### config.mk
export PLATFORM = sky130hd
export DESIGN_NAME = half_adder_monitor
export DESIGN_NICKNAME = d
export VERILOG_FILES = /design/src/rtl/half_adder_monitor.sv
export SDC_FILE = /design/constraint.sdc
export NUM_CORES = 1
export LEC_CHECK = 0
export CAP_MARGIN = 40
export CORE_AREA = 2 2 44 86
export CTS_CLUSTER_SIZE = 12
export DETAILED_ROUTE_END_ITERATION = 8
export DIE_AREA = 0 0 46 88
export GPL_TIMING_DRIVEN = 0
export PLACE_DENSITY = 0.65
export SLEW_MARGIN = 15
export SYNTH_ARGS = -nofsm -noshare
export SYNTH_HDL_FRONTEND = slang
export SYNTH_SLANG_ARGS = --single-unit
### constraint.sdc
create_clock -name clk -period 2.3 [get_ports clk]
set_clock_uncertainty 0.05 [all_clocks]
set_input_delay 0.23 -clock clk [delete_from_list [all_inputs] [get_ports clk]]
set_output_delay 0.23 -clock clk [all_outputs]
set_load 0.02 [all_outputs]
### src/rtl/half_adder_monitor.sv
// Half adder checker: runs a session of qualified samples against a 1-bit
// adder, counts mismatches and completes once all four operand pairs are seen.
// Optional macro HAM_FIRST_FAIL_CAPTURE_EN adds first_fail/first_fail_vld.
module half_adder_monitor #(
    parameter int CNT_W = 8
) (
    input  logic             clk,
    input  logic             rst,
    input  logic             start,
    input  logic             sample_valid,
    input  logic             a,
    input  logic             b,
    input  logic             sum,
    input  logic             carry,
    output logic             busy,
    output logic             done,
    output logic             pass,
    output logic [CNT_W-1:0] sample_cnt,
    output logic [CNT_W-1:0] fail_cnt,
    output logic [3:0]       cov
`ifdef HAM_FIRST_FAIL_CAPTURE_EN
    ,
    output logic [3:0]       first_fail,
    output logic             first_fail_vld
`endif
);

    typedef enum logic [1:0] {
        S_IDLE,
        S_RUN,
        S_DONE
    } state_t;

    localparam logic [CNT_W-1:0] CNT_MAX = '1;
    localparam logic [CNT_W-1:0] CNT_ONE = 1;

    state_t           state_q, state_d;
    logic             busy_q, busy_d;
    logic             done_q, done_d;
    logic             pass_q, pass_d;
    logic [CNT_W-1:0] sample_cnt_q, sample_cnt_d;
    logic [CNT_W-1:0] fail_cnt_q, fail_cnt_d;
    logic [3:0]       cov_q, cov_d;
    logic             accept;
    logic             mismatch;
`ifdef HAM_FIRST_FAIL_CAPTURE_EN
    logic [3:0]       first_fail_q, first_fail_d;
    logic             first_fail_vld_q, first_fail_vld_d;
`endif

    // Next-state, counter and coverage update for one clock edge
    always_comb begin
        state_d      = state_q;
        sample_cnt_d = sample_cnt_q;
        fail_cnt_d   = fail_cnt_q;
        cov_d        = cov_q;
`ifdef HAM_FIRST_FAIL_CAPTURE_EN
        first_fail_d     = first_fail_q;
        first_fail_vld_d = first_fail_vld_q;
`endif
        // start wins over a sample arriving in the same cycle
        accept   = (state_q == S_RUN) && sample_valid && !start;
        mismatch = (sum != (a ^ b)) || (carry != (a & b));

        if (start) begin
            state_d      = S_RUN;
            sample_cnt_d = '0;
            fail_cnt_d   = '0;
            cov_d        = '0;
`ifdef HAM_FIRST_FAIL_CAPTURE_EN
            first_fail_d     = '0;
            first_fail_vld_d = 1'b0;
`endif
        end else if (accept) begin
            if (sample_cnt_q != CNT_MAX) begin
                sample_cnt_d = sample_cnt_q + CNT_ONE;
            end
            if (mismatch && (fail_cnt_q != CNT_MAX)) begin
                fail_cnt_d = fail_cnt_q + CNT_ONE;
            end
            cov_d = cov_q | (4'b0001 << {a, b});
            if (cov_d == 4'b1111) begin
                state_d = S_DONE;
            end
`ifdef HAM_FIRST_FAIL_CAPTURE_EN
            if (mismatch && !first_fail_vld_q) begin
                first_fail_d     = {a, b, sum, carry};
                first_fail_vld_d = 1'b1;
            end
`endif
        end

        busy_d = (state_d == S_RUN);
        done_d = (state_d == S_DONE);
        pass_d = (state_d == S_DONE) && (fail_cnt_d == '0);
    end

    // State and registered outputs; reset overrides everything
    always_ff @(posedge clk) begin
        if (rst) begin
            state_q      <= S_IDLE;
            busy_q       <= 1'b0;
            done_q       <= 1'b0;
            pass_q       <= 1'b0;
            sample_cnt_q <= '0;
            fail_cnt_q   <= '0;
            cov_q        <= '0;
`ifdef HAM_FIRST_FAIL_CAPTURE_EN
            first_fail_q     <= '0;
            first_fail_vld_q <= 1'b0;
`endif
        end else begin
            state_q      <= state_d;
            busy_q       <= busy_d;
            done_q       <= done_d;
            pass_q       <= pass_d;
            sample_cnt_q <= sample_cnt_d;
            fail_cnt_q   <= fail_cnt_d;
            cov_q        <= cov_d;
`ifdef HAM_FIRST_FAIL_CAPTURE_EN
            first_fail_q     <= first_fail_d;
            first_fail_vld_q <= first_fail_vld_d;
`endif
        end
    end

    assign busy       = busy_q;
    assign done       = done_q;
    assign pass       = pass_q;
    assign sample_cnt = sample_cnt_q;
    assign fail_cnt   = fail_cnt_q;
    assign cov        = cov_q;
`ifdef HAM_FIRST_FAIL_CAPTURE_EN
    assign first_fail     = first_fail_q;
    assign first_fail_vld = first_fail_vld_q;
`endif

endmodule

==> run metrics, run 1 <==
status=finished clean; Min-Delay Path Class=flop to flop; Max-slew headroom=65.5%; Cell Pwr Density=457 nW/um^2; post-CTS setup buffers=0; Worst setup SP type=input port; peak supply drop=0.401 mV; measured slew at the worst slew-check pin=518 ps; commonest cells after routing, fill and taps aside=clkdlybuf4s50_1 (30), dfxtp_1 (25), nor2_1 (23), a21oi_1 (10); Min Clock Period, post-route=2040 ps; H-tree levels=1; Comb pwr share=8.7%; crit path capture type=flop; Max Root-Sink Buffers=2; initial antenna violation count=0; CP Class=input port to flop; CTS tree=built; fill cell count=336; Clk pwr share=34.1%; clock transition at the registers of the reported paths=90 ps; via count=1133; Synth Area in Adders=5.82%; critical path arrival=2170 ps; Die Wd=46 um; YS warnings=0; TritonCTS Sinks=25; Post-synth EDFFs=0; CORE AREA=3380 sq um; asr flop ratio synth=0%; largest net degree at the start of global routing=15; Clock Tree Root=clkbuf_8; register area share after synthesis=38.8%; PortBufs=30; RSZ-0062 raised after global routing=false; drt wl/cell=14.0 um; Reg power frac=57.2%; hpwl dp=2350 um; top_reg_cell synth=dfxtp_1; Fin Setup TNS=0 ps; Pleak=0.596 nW; Hold Buf Count CTS=0; Max Cap Viol=0; vias in the first global route=1154; multiplexer area fraction after synthesis=2.33%; Post-Synth Simple-Gate Area=25.5%; library cells used by synthesis=37; Synth Net Count=160; mean post-synth cell area=8.84 sq um; WL final=2970 um; first-pass GRT wire length=4930 um; antenna cell count=0; Top Ports=31; CTS buffer count=3; endpoints failing setup=0; fin. max-slew vios=0; Worst-Skew Late Latency=270 ps; DR iter-0 viols=18; post-route ant nets=0; DIE HEIGHT=88 um; period utilisation layout=88.6%; Cell Area, Synth=1290 sq um; worst-path fanout max=6; DIE AREA=4050 sq um; post-CTS sizing=0; commonest non-fill, non-tap cell in the layout=clkdlybuf4s50_1; sw frac=23.3%; Via density=5.34; initial cell density of the core=38.2%; NetSw=0.000179 W; post-place setup slack=-47.1 ps; xor and xnor fraction of the mapped netlist area=8.83%; DRC viols=0; layout overhead on the synthesized area=30.0%; largest family of logic cells by synthesized area=simple AND/OR/NAND/NOR gates; layout cell share with drive strength beyond 1=8.89%; complex-gate fraction of the synthesized area=14.3%; Hold Fails Final Rpt=0; row count=30; Int Pwr=0.000588 W; nets=195; gr usage total=16.3%; WP data required=2430 ps; Detailed Routing Iterations Pass 1=4; Placer Congestion=0.878; Setup WS post-layout=261 ps; f_max=491 MHz; cells after synthesis=146; Congestion Overflow GR=0; synthesized flop and latch total=25
sequential cells by signal, summed over array words and instances (netlist names):
name        flops
state_q         2
busy            1
cov             4
fail_cnt        8
done            1
pass            1
sample_cnt      8
layer usage:
layer / routed length [um] / share of wire [%] / up-vias / GRT usage [%]
met5: 0 / 0 / - / 0
met4: 57 / 1.9 / 0 / 7.01
met3: 106 / 3.6 / 7 / 2.06
met2: 1710 / 58 / 37 / 30.2
met1: 1100 / 37 / 518 / 17.1
li1: - / - / 571 / -
synthesized netlist by cell type (all sizes together) (3+ instances only):
master,n,share of area [%]
inv,5,1.5
mux2i,3,2.3
nor3,8,3.1
buf,5,2.4
xnor2,8,5.4
nand3,4,1.6
dfxtp,25,39
nand4,4,1.9
and3,3,1.5
or3,4,1.9
nor2b,3,1.5
o21ai,6,3.5
xor2,5,3.4
nand2,5,1.5
nor2,23,6.7
ha,6,5.8
a21oi,11,5.1
worst paths after layout:
| path | start | end | slack [ps] | cells past startpoint |
|---|---|---|---|---|
| worst max-delay path | a | pass | 260 | 8 |
| worst min-delay path | cov[2] | cov[2] | 460 | 2 |
| worst max register to register | fail_cnt[0] | pass | 520 | 6 |
| worst min register to register | cov[2] | cov[2] | 460 | 2 |
cell type report:
class                           instances  area (sq um)  share of cell area (%)
Timing Repair Buffer                   30           300                    17.9
Clock inverter                          1          5.00                   0.299
Clock buffer                            3          41.3                    2.46
Tap cell                               32          40.0                    2.39
Sequential cell                        25           500                    29.9
Multi-Input combinational cell        109           732                    43.7
Buffer                                  7          38.8                    2.31
Inverter                                5          18.8                    1.12
through the flow:
stage	total power, W	area, sq um	util (%)	instances	hold slack [ps]
global placement	0.000514	1630	48.3	208	429
global route	0.000796	1680	49.6	212	498
floorplan	0.000488	1290	-	146	263
CTS	0.000775	1680	49.6	212	461
detailed placement	0.000516	1630	48.3	208	439
finish	0.000766	1680	49.6	212	459
power groups by stage:
stage | Clock [W] | Combinational, W | Sequential, W
finish | 0.000261 | 0.0000665 | 0.000439
detailed placement | 0 | 0.0000672 | 0.000449
global placement | 0 | 0.0000654 | 0.000448
floorplan | 0 | 0.0000371 | 0.000451
CTS | 0.000269 | 0.0000675 | 0.000439
global route | 0.000284 | 0.0000731 | 0.000439
critical path, cell delays in order:
cell	delay, ps
clkdlybuf4s50_1	510
inv_1	80
ha_1	300
xor2_1	200
o21a_2	260
a211oi_1	230
o22ai_1	130
nor4b_2	230
kinds of logic (layout without fill, tap and decap cells):
| group | Yosys count | count (layout) |
|---|---|---|
| buffers and inverters | 12 | 46 |
| DFF | 25 | 25 |
| AOI/OAI and AO/OA | 27 | 27 |
| muxes | 3 | 3 |
| adders and majority gates | 6 | 6 |
| xor gates and xnor gates | 13 | 13 |
| and+or+nand+nor | 60 | 60 |
No activity file was read; power rests on OpenSTA's default activity.
==> run 2: changes to the inputs <==
SKIP_CTS_REPAIR_TIMING = 1   (was default)
==> results of run 2 <==
Final layout, timing and power as in run 1 (identical DEF).
